--- config.mk ---
export PLATFORM = sky130hd
export DESIGN_NAME = bus_arbiter_flat
export DESIGN_NICKNAME = d
export VERILOG_FILES = /design/src/rtl/bus_arbiter_if.sv /design/src/rtl/bus_arbiter.sv /design/src/flat_wrapper.sv
export SDC_FILE = /design/constraint.sdc
export NUM_CORES = 1
export LEC_CHECK = 0
export BUFFER_PORTS_ARGS = -buffer_cell sky130_fd_sc_hd__buf_2
export CORE_AREA = 4 4 124 126
export DETAILED_ROUTE_END_ITERATION = 6
export DIE_AREA = 0 0 128 130
export MAX_ROUTING_LAYER = met4
export PLACE_DENSITY_LB_ADDON = 0.2
export SETUP_SLACK_MARGIN = 0.02
export SLEW_MARGIN = 20
export SYNTH_ARGS = -nofsm -noshare
export SYNTH_HDL_FRONTEND = slang
export SYNTH_SLANG_ARGS = --single-unit
--- constraint.sdc ---
create_clock -name clk -period 5.15 [get_ports clk]
set_input_delay 1.03 -clock clk [delete_from_list [all_inputs] [get_ports clk]]
set_output_delay 1.03 -clock clk [all_outputs]
set_load 0.1 [all_outputs]
--- src/rtl/bus_arbiter_if.sv ---
// rtl/bus_arbiter_if.sv - command/response bus bundle shared by both masters and the slave port
//
// Purpose: one bus segment (read/write command plus response) between a bus
// master and a bus slave.
// Signals:
//   read, write   command strobes, held by the master until completion
//   dataena       byte enables (DW/8)
//   burstcount    beats in the burst, 0 means a single beat
//   addr, wdata   command address and write data
//   valid, rdata  read response beat
//   waitrequest   slave stall for the current command
// Modports:
//   master  - the side that issues commands
//   slave   - the side that accepts commands and returns responses
interface bus_arbiter_if #(
  parameter int AW = 32,
  parameter int DW = 32
);
  logic            read;
  logic            write;
  logic [DW/8-1:0] dataena;
  logic [3:0]      burstcount;
  logic [AW-1:0]   addr;
  logic [DW-1:0]   wdata;
  logic            valid;
  logic [DW-1:0]   rdata;
  logic            waitrequest;

  modport master (
    output read, write, dataena, burstcount, addr, wdata,
    input  valid, rdata, waitrequest
  );

  modport slave (
    input  read, write, dataena, burstcount, addr, wdata,
    output valid, rdata, waitrequest
  );
endinterface

--- src/rtl/bus_arbiter.sv ---
// rtl/bus_arbiter.sv - two-master round-robin arbiter onto a single slave port
//
// Purpose: shares one slave port between m0 (instruction fetch) and m1 (data).
// A grant is taken in IDLE, held for the whole burst and released after the
// last beat or when the granted master withdraws its request.
// Ports:
//   clk     rising-edge clock for all state
//   rst     asynchronous active-high reset
//   m0_if   master 0 segment (arbiter is the slave side)
//   m1_if   master 1 segment (arbiter is the slave side)
//   s_if    slave port segment (arbiter is the master side)
module bus_arbiter #(
  parameter int AW = 32,
  parameter int DW = 32
) (
  input  logic          clk,
  input  logic          rst,
  bus_arbiter_if.slave  m0_if,
  bus_arbiter_if.slave  m1_if,
  bus_arbiter_if.master s_if
);

  typedef enum logic [1:0] {
    IDLE   = 2'd0,
    GRANT0 = 2'd1,
    GRANT1 = 2'd2
  } state_t;

  state_t     state_q;
  logic       last_grant_q;   // index of the master that held the bus last
  logic [3:0] beats_q;        // beats expected in the current burst
  logic [3:0] cnt_q;          // beats completed so far

  logic            req0;
  logic            req1;
  logic            pick0;
  logic [3:0]      bc_sel;
  logic [3:0]      beats_d;
  logic [3:0]      cnt_d;

  logic            g_read;
  logic            g_write;
  logic [DW/8-1:0] g_dataena;
  logic [3:0]      g_burstcount;
  logic [AW-1:0]   g_addr;
  logic [DW-1:0]   g_wdata;
  logic            g_req;
  logic            beat;
  logic            last_beat;

  assign req0 = m0_if.read | m0_if.write;
  assign req1 = m1_if.read | m1_if.write;

  // m0 wins when it is alone or when m1 was served last.
  assign pick0   = req0 & (~req1 | last_grant_q);
  assign bc_sel  = pick0 ? m0_if.burstcount : m1_if.burstcount;
  assign beats_d = (bc_sel == 4'd0) ? 4'd1 : bc_sel;
  assign cnt_d   = cnt_q + 4'd1;

  // Command mux: the granted master's fields, all-zero while IDLE.
  always_comb begin
    g_read       = 1'b0;
    g_write      = 1'b0;
    g_dataena    = '0;
    g_burstcount = '0;
    g_addr       = '0;
    g_wdata      = '0;
    case (state_q)
      GRANT0: begin
        g_read       = m0_if.read;
        g_write      = m0_if.write;
        g_dataena    = m0_if.dataena;
        g_burstcount = m0_if.burstcount;
        g_addr       = m0_if.addr;
        g_wdata      = m0_if.wdata;
      end
      GRANT1: begin
        g_read       = m1_if.read;
        g_write      = m1_if.write;
        g_dataena    = m1_if.dataena;
        g_burstcount = m1_if.burstcount;
        g_addr       = m1_if.addr;
        g_wdata      = m1_if.wdata;
      end
      default: ;
    endcase
  end

  assign s_if.read       = g_read;
  assign s_if.write      = g_write;
  assign s_if.dataena    = g_dataena;
  assign s_if.burstcount = g_burstcount;
  assign s_if.addr       = g_addr;
  assign s_if.wdata      = g_wdata;

  assign m0_if.waitrequest = (state_q == GRANT0) ? s_if.waitrequest : 1'b1;
  assign m1_if.waitrequest = (state_q == GRANT1) ? s_if.waitrequest : 1'b1;
  assign m0_if.valid       = (state_q == GRANT0) & s_if.valid;
  assign m1_if.valid       = (state_q == GRANT1) & s_if.valid;
  assign m0_if.rdata       = s_if.rdata;
  assign m1_if.rdata       = s_if.rdata;

  // A read beat is a returned s_valid; a write beat is an accepted s_write.
  // With both strobes up the read side decides what counts as a beat.
  assign g_req     = g_read | g_write;
  assign beat      = g_read ? s_if.valid : (g_write & ~s_if.waitrequest);
  assign last_beat = beat & (cnt_d == beats_q);

  always_ff @(posedge clk or posedge rst) begin
    if (rst) begin
      state_q      <= IDLE;
      last_grant_q <= 1'b1;
      beats_q      <= 4'd1;
      cnt_q        <= 4'd0;
    end else begin
      case (state_q)
        IDLE: begin
          cnt_q <= 4'd0;
          if (req0 | req1) begin
            state_q <= pick0 ? GRANT0 : GRANT1;
            beats_q <= beats_d;
          end
        end
        GRANT0, GRANT1: begin
          // Withdrawal and final beat both close the grant and rotate priority.
          if (!g_req || last_beat) begin
            state_q      <= IDLE;
            last_grant_q <= (state_q == GRANT1);
          end else if (beat) begin
            cnt_q <= cnt_d;
          end
        end
        default: state_q <= IDLE;
      endcase
    end
  end

endmodule

--- src/flat_wrapper.sv ---
// flat-port wrapper written by rule: the top's interface ports become plain ports
module bus_arbiter_flat 
#(
  parameter int AW = 32,
  parameter int DW = 32
)
  (clk, rst, m0_if_read, m0_if_write, m0_if_dataena, m0_if_burstcount, m0_if_addr, m0_if_wdata, m0_if_valid, m0_if_rdata, m0_if_waitrequest, m1_if_read, m1_if_write, m1_if_dataena, m1_if_burstcount, m1_if_addr, m1_if_wdata, m1_if_valid, m1_if_rdata, m1_if_waitrequest, s_if_read, s_if_write, s_if_dataena, s_if_burstcount, s_if_addr, s_if_wdata, s_if_valid, s_if_rdata, s_if_waitrequest);
  bus_arbiter_if #(.AW(AW), .DW(DW)) m0_if_i ();
  bus_arbiter_if #(.AW(AW), .DW(DW)) m1_if_i ();
  bus_arbiter_if #(.AW(AW), .DW(DW)) s_if_i ();
  input  logic clk;
  input  logic rst;
  input wire logic [$bits(m0_if_i.read)-1:0] m0_if_read;
  input wire logic [$bits(m0_if_i.write)-1:0] m0_if_write;
  input wire logic [$bits(m0_if_i.dataena)-1:0] m0_if_dataena;
  input wire logic [$bits(m0_if_i.burstcount)-1:0] m0_if_burstcount;
  input wire logic [$bits(m0_if_i.addr)-1:0] m0_if_addr;
  input wire logic [$bits(m0_if_i.wdata)-1:0] m0_if_wdata;
  output wire logic [$bits(m0_if_i.valid)-1:0] m0_if_valid;
  output wire logic [$bits(m0_if_i.rdata)-1:0] m0_if_rdata;
  output wire logic [$bits(m0_if_i.waitrequest)-1:0] m0_if_waitrequest;
  input wire logic [$bits(m1_if_i.read)-1:0] m1_if_read;
  input wire logic [$bits(m1_if_i.write)-1:0] m1_if_write;
  input wire logic [$bits(m1_if_i.dataena)-1:0] m1_if_dataena;
  input wire logic [$bits(m1_if_i.burstcount)-1:0] m1_if_burstcount;
  input wire logic [$bits(m1_if_i.addr)-1:0] m1_if_addr;
  input wire logic [$bits(m1_if_i.wdata)-1:0] m1_if_wdata;
  output wire logic [$bits(m1_if_i.valid)-1:0] m1_if_valid;
  output wire logic [$bits(m1_if_i.rdata)-1:0] m1_if_rdata;
  output wire logic [$bits(m1_if_i.waitrequest)-1:0] m1_if_waitrequest;
  output wire logic [$bits(s_if_i.read)-1:0] s_if_read;
  output wire logic [$bits(s_if_i.write)-1:0] s_if_write;
  output wire logic [$bits(s_if_i.dataena)-1:0] s_if_dataena;
  output wire logic [$bits(s_if_i.burstcount)-1:0] s_if_burstcount;
  output wire logic [$bits(s_if_i.addr)-1:0] s_if_addr;
  output wire logic [$bits(s_if_i.wdata)-1:0] s_if_wdata;
  input wire logic [$bits(s_if_i.valid)-1:0] s_if_valid;
  input wire logic [$bits(s_if_i.rdata)-1:0] s_if_rdata;
  input wire logic [$bits(s_if_i.waitrequest)-1:0] s_if_waitrequest;
  assign m0_if_i.read = m0_if_read;
  assign m0_if_i.write = m0_if_write;
  assign m0_if_i.dataena = m0_if_dataena;
  assign m0_if_i.burstcount = m0_if_burstcount;
  assign m0_if_i.addr = m0_if_addr;
  assign m0_if_i.wdata = m0_if_wdata;
  assign m0_if_valid = m0_if_i.valid;
  assign m0_if_rdata = m0_if_i.rdata;
  assign m0_if_waitrequest = m0_if_i.waitrequest;
  assign m1_if_i.read = m1_if_read;
  assign m1_if_i.write = m1_if_write;
  assign m1_if_i.dataena = m1_if_dataena;
  assign m1_if_i.burstcount = m1_if_burstcount;
  assign m1_if_i.addr = m1_if_addr;
  assign m1_if_i.wdata = m1_if_wdata;
  assign m1_if_valid = m1_if_i.valid;
  assign m1_if_rdata = m1_if_i.rdata;
  assign m1_if_waitrequest = m1_if_i.waitrequest;
  assign s_if_read = s_if_i.read;
  assign s_if_write = s_if_i.write;
  assign s_if_dataena = s_if_i.dataena;
  assign s_if_burstcount = s_if_i.burstcount;
  assign s_if_addr = s_if_i.addr;
  assign s_if_wdata = s_if_i.wdata;
  assign s_if_i.valid = s_if_valid;
  assign s_if_i.rdata = s_if_rdata;
  assign s_if_i.waitrequest = s_if_waitrequest;
  bus_arbiter #(.AW(AW), .DW(DW)) u_core (.clk(clk), .rst(rst), .m0_if(m0_if_i), .m1_if(m1_if_i), .s_if(s_if_i));
endmodule
==> results of run 1 <==
synth_stat cells, drive strengths merged, types with 4 or more instances:
master	instances
nor2b	73
a22oi	72
buf	68
clkbuf	22
nand2	12
dfrtp	9
nor3	6
ha	5
nand2b	5
o21ai	5
and2	4
xnor2	4
metal layers:
layer | vias to the layer above | wire [µm] | part of all wire
li1 | 1384 | - | -
met4 | 0 | 117 | 0.011
met2 | 172 | 5370 | 0.51
met3 | 10 | 940 | 0.088
met1 | 1360 | 4200 | 0.40
met5 | - | 0 | 0
through the flow:
step           hold WS (ns)  utilization  area (µm²)
4_1_cts               0.485        0.233        3330
5_1_grt               0.526        0.234        3350
6_report              0.482        0.234        3350
2_1_floorplan         0.460            -        2430
3_3_place_gp          0.470        0.227        3250
3_5_place_dp          0.478        0.227        3250
cells by family (layout without fill, tap and decap cells):
| logic type | after synthesis | count (layout) |
|---|---|---|
| adder cells (fa/ha/maj) | 5 | 5 |
| flip-flops | 11 | 11 |
| AO/OA/AOI/OAI | 91 | 91 |
| buffers and inverters | 93 | 239 |
| XOR/XNOR | 6 | 6 |
| AND/OR/NAND/NOR | 114 | 114 |
| other | 0 | 1 |
| multiplexers | 4 | 4 |
cells in the final DEF, fill, tap and decap left out, types with 3 or more instances in the layout:
master and instances:
buf_2 229, nor2b_1 73, a22oi_1 72, nand2_1 12
dfrtp_1 9, nor3_1 6, nand2b_1 5, o21ai_1 5
xnor2_1 4, and2_1 4, nand3_1 3, nand4_1 3
mux2i_1 3, inv_1 3, clkbuf_16 3, buf_4 3
how the worst max path moves through the flow:
stage | to | slack, ns | depth (start not counted)
final | s_if_wdata[1] | 1.38 | 6
after global routing | s_if_wdata[25] | 1.14 | 6
after CTS | s_if_addr[1] | 1.23 | 6
after detailed placement | s_if_addr[1] | 1.49 | 6
after global placement | s_if_addr[1] | 1.57 | 6
after floorplan | s_if_addr[0] | 1.40 | 6
final cells by class:
cell class	count	area, µm²
fill	1648	11000
multi-input combinational	220	1580
timing repair buffer	232	1170
sequential	11	278
tap	184	230
clock buffer	4	78.8
inverter	3	11.3
antenna	1	2.50
power by group:
group	internal [mW]	total, mW	switching [mW]
Clock	0.104	0.145	0.0406
Sequential	0.122	0.148	0.0257
Combinational	0.529	2.40	1.87
sequential cells by signal (all words and copies together) (netlist names):
signal	cells
u_core.last_grant_q	1
u_core.beats_q	4
u_core.state_q	2
u_core.cnt_q	4
critical path, stage by stage (launching register included):
cell and delay [ns]:
dfrtp_1 0.42, inv_1 0.11, ha_2 0.81, buf_4 0.43, a22oi_1 0.12, nor2b_1 0.16, buf_2 0.44
==> impl_metrics.csv, run 1 <==
group,metric,value,unit
floorplanning,die_x,128,µm
layout,fin_nets,660,
drt,avgViaCountPerCell,4.47,
placed_design,place_congestion,0.786,
yosys,synth.top_cells.by_area,"a22oi_1 (22%), buf_4 (20%), nor2b_1 (19%)",
yosys,yosys.area_share.adder,0.0258,
sta,finalSetupViolCount,0,
floorplanning,die_area,16600,µm²
sta,hold_violations,0,
placed_design,dpl.hpwl,8910,µm
yosys,synthArstFlopShare,1.00,
worst_hold_path,whs_path_depth,2,
status,outcome,"finished clean",
yosys,synthMuxAreaShare,0.0170,
global_route,grt_use_met3,0.0250,
power,power,2.69,mW
yosys,synth_top_family_by_area,"compound AO/OA/AOI/OAI gates",
clocking,cts.root.buffer_cell,"clkbuf_16",
critical_path,arrival,2.74,ns
floorplanning,start_util,0.170,
critical_path,critical_path.reg2reg.startpoint,"u_core.state_q[1]",
sta,fmax,265,MHz
yosys,synth_seq_cells,11,
critical_path,cp_data_required_time,4.12,ns
global_route,grt_pass1_wl,15700,µm
critical_path,worst_setup_path_end_kind,"output port",
worst_hold_path,min_from,"u_core.beats_q[0]",
yosys,postSynthCellCount,324,
yosys,synth_area_per_cell,7.49,µm²
clocking,cts_setup_buffers,0,
yosys,synth_area,2430,µm²
power,vdd_drop_max,0.000505,V
yosys,synth_ff_type,"dfrtp_1",
global_route,grt_use_met1,0.147,
critical_path,crit_type,"reg2out",
clocking,ctsResizeCount,0,
global_route,grt_max_degree,62,
critical_path,cp_max_fo,49,
global_route,grtUsageMet2,0.205,
critical_path,startpoint_type,"flip-flop",
yosys,yosys.area_share.simple,0.285,
sta,clock-skew-final,0.00376,ns
sta,tns,0,ns
yosys,yosys.area_share.xor_xnor,0.0216,
floorplanning,rows,44,
placed_design,pre_cts_ws,1.49,ns
sta,finalWorstSetupSlack,1.38,ns
yosys,synth_seq_area_share,0.114,
global_route,track_usage,0.121,
yosys,ys_warn_count,0,
clocking,numCtsBuffers,3,
placed_design,port_buffers,229,
drt,drt_pass1_iterations,4,
sta,slew_violations,0,
layout,final_cells,655,
global_route,grt_pass1_vias,2981,
drt,drc,0,
sta,period_needed,3.77,ns
floorplanning,die_h,130,µm
power,power.density,804,nW/µm²
global_route,grt_remaining_overflow,0,
sta,slew_headroom,0.356,
clocking,clk_path_buf_depth,2,
worst_hold_path,hp-class,"reg2reg",
placed_design,place_inst,650,
yosys,synth_compound_area_frac,0.293,
drt,wl,10600,µm
clocking,clk_latency,0.24,ns
clocking,cts_tree,"done",
sta,period_share,0.732,
critical_path,rr_endpoint,"u_core.last_grant_q",
critical_path,critPathLaunch,"u_core.state_q[1]",
drt,num_vias,2926,
layout,area_delta_synth_final,37.8,%
flow_run,max-cap-violations,0,
global_route,grt.busiest_layer,"met2",
yosys,synth_top_cell_by_area,"a22oi_1",
clocking,hold_buffers,0,
critical_path,reg2regPathDepth,7,
yosys,yosysTopAreaCellShare,0.223,
drt,wire_per_inst,16.2,µm
sta,tightest_slew,0.967,ns
drt,ant_nets,0,
floorplanning,pin_count,326,
clocking,htree_levels,1,
yosys,synth_nets,513,
global_route,antenna_found_initial,2,
clocking,path_clk_slew,0.04,ns
power,leakage,1.62,nW
floorplanning,coreArea,14300,µm²
drt,detail_route.iter0.violations,105,
worst_hold_path,min_to,"u_core.beats_q[0]",
yosys,synth_enable_flop_cells,0,
layout,drive_gt1_frac,0.521,
yosys,synth_cell_type_count,37,
clocking,clock_sinks,11,
critical_path,ff2ff_setup_slack,2.20,ns
sta,rsz0062_at_grt,"false",
(Power assumes the default switching activity.)
==> run 2, diff against run 1 <==
- ABC_AREA: not set -> 1
- clock period: 5.15 -> 3.2 ns (I/O delays scaled with it)
==> impl_metrics.csv, run 2 <==
group,metric,value,unit
status,outcome,"finished clean",
layout,fin_nets,778,
power,clkPwrFrac,0.040,
yosys,synth_seq_cells,11,
critical_path,cp_data_required_time,2.56,ns
layout,area_delta_synth_final,79.0,%
layout,antenna_cells,0,
sta,tns,0,ns
drt,wl,11000,µm
clocking,ctsResizeCount,0,
global_route,grt_pass1_vias,3010,
placed_design,place_area,4040,µm²
clocking,cts_setup_buffers,0,
power,sw_frac_of_total,0.704,
critical_path,worst_setup_path_end_kind,"output port",
yosys,synth_cell_type_count,19,
yosys,synth_enable_flop_cells,0,
worst_hold_path,hp-class,"in2async",
sta,rsz0062_at_grt,"false",
layout,multi_input_area,1550,µm²
sta,hold_violations,0,
floorplanning,coreArea,14300,µm²
clocking,clk_path_buf_depth,2,
drt,avgViaCountPerCell,4.08,
drt,drc,0,
critical_path,path_cells,"inv_1 -> ha_1 -> clkinv_2 -> buf_4 -> a21oi_1 -> buf_2",
global_route,antenna_found_initial,0,
yosys,synth.top_cells.by_area,"nand2_1 (33%), buf_4 (21%), a21oi_1 (16%)",
clocking,numCtsBuffers,3,
critical_path,cp.buffers_inverters,4,
yosys,yosysTopAreaCellShare,0.334,
yosys,synth_area_per_cell,5.27,µm²
clocking,hold_buffers,0,
critical_path,max_stage_delay,0.47,ns
global_route,grt_max_degree,46,
floorplanning,rows,44,
layout,layout_commonest_cell,"nand2_1",
power,pwr-share-seq,0.043,
sta,tightest_slew,0.640,ns
yosys,synth_nets,626,
global_route,track_usage,0.124,
floorplanning,die_h,130,µm
power,p_comb_frac,0.917,
yosys,synthArstFlopShare,1.00,
critical_path,startpoint_type,"flip-flop",
power,p_int,1.75,mW
drt,detail_route.iter0.violations,87,
layout,fill_cells,1611,
floorplanning,die_area,16600,µm²
sta,period_needed,2.83,ns
power,p_switching,4.16,mW
critical_path,cpMaxStageDelayCell,"buf_2",
layout,fin_area,4120,µm²
critical_path,arrival,2.19,ns
clocking,cts_tree,"done",
clocking,path_clk_slew,0.05,ns
yosys,ys_warn_count,0,
sta,hold_ws,0.410,ns
placed_design,port_buffers,229,
drt,num_vias,3148,
critical_path,path_delay_family,"buffers and inverters",
flow_run,max-cap-violations,0,
placed_design,place_congestion,0.765,
clocking,htree_levels,1,
sta,fmax,353,MHz
sta,clock-skew-final,0.00117,ns
sta,period_share,0.885,
yosys,synth_area,2300,µm²
power,power.density,1430,nW/µm²
yosys,synth_seq_area_share,0.121,
power,leakage,1.94,nW
floorplanning,start_util,0.161,
sta,slew_violations,0,
drt,drt_pass1_iterations,5,
placed_design,dpl.hpwl,9270,µm
layout,final_cells,772,
clocking,clk_latency,0.24,ns
clocking,clock_sinks,11,
yosys,synth_ff_type,"dfrtp_1",
critical_path,cp_max_fo,29,
yosys,yosysMostFrequentCell,"nand2_1",
layout,seq_area,278,µm²
yosys,synthTopCellsByCount,"nand2_1 (205), a21oi_1 (74), buf_4 (64)",
layout,drive_gt1_frac,0.505,
sta,slew_headroom,0.574,
critical_path,crit_type,"reg2out",
drt,wire_per_inst,14.2,µm
global_route,grt_remaining_overflow,0,
drt,ant_nets,0,
layout,final_cell_mix,"nand2_1 (205), buf_2 (185), a21oi_2 (49)",
placed_design,place_inst,768,
floorplanning,die_x,128,µm
layout,reg.largest.list,"u_core.beats_q x4, u_core.cnt_q x4, u_core.state_q x2",
yosys,synth_top_cell_by_area,"nand2_1",
power,vdd_drop_max,0.000531,V
global_route,grt_pass1_wl,16000,µm
floorplanning,pin_count,326,
sta,finalSetupViolCount,0,
clocking,cts.root.buffer_cell,"clkbuf_16",
yosys,postSynthCellCount,437,
## run 2: cell types whose count changed after synthesis, sizes merged, moves of 4 or more
cell / previous run / this run
nand3: 3 / 9
a22oi: 72 / 0
nor2: 2 / 9
nand2: 12 / 206
nor2b: 73 / 0
nand2b: 5 / 0
nor3: 6 / 0
inv: 3 / 23
and2: 4 / 0
a21oi: 0 / 74
## run 2: area by class of cell
class / count / area share
Tap cell: 184 / 0.0559
Sequential cell: 11 / 0.0674
Multi-Input combinational cell: 314 / 0.377
Inverter: 24 / 0.0222
Clock buffer: 4 / 0.0191
Timing Repair Buffer: 235 / 0.459
## run 2: logic make-up after synthesis
| logic type | synth area share |
|---|---|
| flip-flops | 0.121 |
| AO/OA/AOI/OAI | 0.184 |
| XOR/XNOR | 0.00381 |
| buffers and inverters | 0.287 |
| AND/OR/NAND/NOR | 0.377 |
| adder cells (fa/ha/maj) | 0.0272 |
## run 2: power groups by stage
| stage | Combinational [mW] | Sequential (mW) | Clock [mW] |
|---|---|---|---|
| final | 5.41 | 0.252 | 0.237 |
| after global routing | 5.67 | 0.262 | 0.247 |
| after CTS | 5.46 | 0.253 | 0.240 |
| after detailed placement | 5.45 | 0.255 | 0 |
| after global placement | 5.43 | 0.249 | 0 |
| after floorplan | 4.25 | 0.239 | 0 |
## run 2: worst paths after layout
path | cells past startpoint | start | to | slack [ns]
worst max-delay path | 6 | u_core.state_q[1] | s_if_wdata[8] | 0.37
worst min-delay path | 2 | rst | u_core.cnt_q[2] | 0.41
worst max register to register | 10 | u_core.state_q[1] | u_core.cnt_q[1] | 0.73
worst min register to register | 2 | u_core.last_grant_q | u_core.last_grant_q | 0.47
max in group asynchronous | 2 | rst | u_core.beats_q[0] | 2.43
min in group clk | 2 | u_core.last_grant_q | u_core.last_grant_q | 0.47
## run 2: metrics by stage
step                      setup slack (ns)   util  power (mW)
final                                0.367  0.288        5.90
after global routing                 0.274  0.288        6.18
after CTS                            0.393  0.288        5.96
after detailed placement             0.661  0.282        5.71
after global placement               0.684  0.282        5.68
after floorplan                     -0.213      -        4.49
## run 2: layer usage
| metal | track usage | wire (µm) |
|---|---|---|
| met5 | - | 0 |
| met4 | 0.0256 | 189 |
| met2 | 0.218 | 5720 |
| met3 | 0.0282 | 770 |
| met1 | 0.145 | 4300 |
## run 2: worst register-to-register path: cells and delay by family, from the launching register on
kind	cells	cell delay, ns
AOI/OAI and AO/OA	2	0.61
and+or+nand+nor	4	0.55
buffers and inverters	3	0.48
DFF	1	0.40
adders and majority gates	1	0.38
==> run 3, diff against run 2 <==
- ABC_AREA: 1 -> not set
- CAP_MARGIN: not set -> 5
- CORE_AREA: 4 4 124 126 -> 4 4 125 127
- CTS_CLUSTER_SIZE: not set -> 40
- DIE_AREA: 0 0 128 130 -> 0 0 129 131
==> impl_metrics.csv, run 3 (synthesized netlist as in run 1, its figures left out) <==
group,metric,value,unit
global_route,grt_pass1_wl,15300,µm
clocking,clock_sinks,11,
power,pwr-share-seq,0.053,
clocking,numCtsBuffers,3,
sta,period_share,0.922,
flow_run,max-cap-violations,0,
critical_path,path_delay_family,"buffers and inverters",
power,leakage,1.68,nW
floorplanning,die_x,129,µm
floorplanning,pin_count,326,
clocking,path_clk_slew,0.04,ns
placed_design,pre_cts_ws,0.451,ns
clocking,htree_levels,1,
floorplanning,rows,44,
layout,area_delta_synth_final,46.2,%
layout,final_cell_mix,"buf_2 (228), a22oi_1 (72), nor2b_2 (60)",
floorplanning,start_util,0.168,
placed_design,dpl.hpwl,9020,µm
clocking,hold_buffers,0,
power,clkPwrFrac,0.051,
sta,finalWorstSetupSlack,0.251,ns
critical_path,max_stage_delay,0.68,ns
placed_design,place_congestion,0.744,
clocking,cts.root.buffer_cell,"clkbuf_16",
power,p_switching,3.15,mW
layout,reg.largest.list,"u_core.beats_q x4, u_core.cnt_q x4, u_core.state_q x2",
floorplanning,die_h,131,µm
critical_path,crit_type,"reg2out",
critical_path,worst_setup_path_end_kind,"output port",
clocking,cts_tree,"done",
sta,slew_headroom,0.630,
drt,ant_nets,0,
drt,drt_pass1_iterations,4,
sta,rsz0062_at_grt,"false",
worst_hold_path,hp-class,"in2async",
global_route,grt_max_degree,52,
drt,wire_per_inst,16.4,µm
sta,fmax,339,MHz
critical_path,cp_max_fo,46,
critical_path,startpoint_type,"flip-flop",
sta,period_needed,2.95,ns
layout,fin_nets,662,
sta,hold_violations,0,
power,power.density,1270,nW/µm²
sta,hold_ws,0.396,ns
drt,num_vias,2830,
critical_path,reg2regPathDepth,7,
layout,layout_commonest_cell,"buf_2",
critical_path,cp.buffers_inverters,3,
clocking,clk_path_buf_depth,2,
drt,detail_route.iter0.violations,90,
drt,avgViaCountPerCell,4.29,
drt,wl,10800,µm
power,p_int,1.36,mW
critical_path,cp.depth,5,
placed_design,port_buffers,229,
global_route,grt_pass1_vias,2776,
global_route,track_usage,0.116,
power,vdd_drop_max,0.000610,V
layout,drive_gt1_frac,0.650,
sta,tns,0,ns
sta,finalSetupViolCount,0,
critical_path,cp_data_required_time,2.56,ns
critical_path,arrival,2.31,ns
status,outcome,"finished clean",
drt,drc,0,
floorplanning,coreArea,14400,µm²
critical_path,cpMaxStageDelayCell,"ha_2",
clocking,cts_setup_buffers,0,
clocking,clk_latency,0.24,ns
critical_path,path_cells,"inv_1 -> ha_2 -> buf_12 -> nor2b_1 -> buf_2",
power,sw_frac_of_total,0.699,
global_route,antenna_found_initial,4,
sta,slew_violations,0,
sta,tightest_slew,0.549,ns
global_route,grt_remaining_overflow,0,
floorplanning,die_area,16900,µm²
clocking,ctsResizeCount,0,
layout,fill_cells,1646,
power,p_comb_frac,0.896,
sta,clock-skew-final,0.00164,ns
run 3: worst paths after layout:
path / startpoint / to / slack (ns)
max: u_core.state_q[0] / s_if_wdata[0] / 0.25
min: rst / u_core.state_q[1] / 0.40
max reg2reg: u_core.state_q[0] / u_core.cnt_q[1] / 0.57
min reg2reg: u_core.beats_q[0] / u_core.beats_q[0] / 0.48
max in group asynchronous: rst / u_core.beats_q[0] / 2.47
min in group clk: u_core.beats_q[0] / u_core.beats_q[0] / 0.48
run 3: metrics by stage:
stage | power (mW) | cell area (µm²) | instances | util
6_report | 4.51 | 3550 | 660 | 0.246
5_1_grt | 4.75 | 3550 | 660 | 0.246
4_1_cts | 4.57 | 3540 | 656 | 0.245
3_5_place_dp | 4.32 | 3460 | 652 | 0.240
3_3_place_gp | 4.31 | 3460 | 652 | 0.240
2_1_floorplan | 3.98 | 2580 | 324 | -
run 3: power by group through the flow:
stage                     logic, mW  registers [mW]  clock network [mW]
final                          4.05           0.238               0.230
after global routing           4.26           0.246               0.243
after CTS                      4.09           0.239               0.236
after detailed placement       4.08           0.241                   0
after global placement         4.08           0.237                   0
after floorplan                3.75           0.228                   0
run 3: layout make-up:
type | instances | area (µm²) | share of cell area
multi-input combinational | 220 | 1720 | 0.484
sequential | 11 | 278 | 0.0783
inverter | 3 | 11.3 | 0.00317
tap | 184 | 230 | 0.0649
antenna | 4 | 10.0 | 0.00282
timing repair buffer | 234 | 1220 | 0.345
clock buffer | 4 | 78.8 | 0.0222
run 3: worst register-to-register path, stage by stage (launching register included):
cell       delay [ns]
dfrtp_1          0.40
inv_1            0.08
ha_2             0.68
buf_12           0.27
nand3_1          0.19
a2111oi_4        0.48
nor3_1           0.11
a221o_1          0.31
run 3: layer usage:
layer | GRT usage | vias up | part of all wire
met5 | - | - | 0
met4 | 0.00865 | 0 | 0.0025
met3 | 0.0407 | 6 | 0.080
met2 | 0.198 | 135 | 0.53
met1 | 0.138 | 1295 | 0.39
li1 | - | 1394 | -
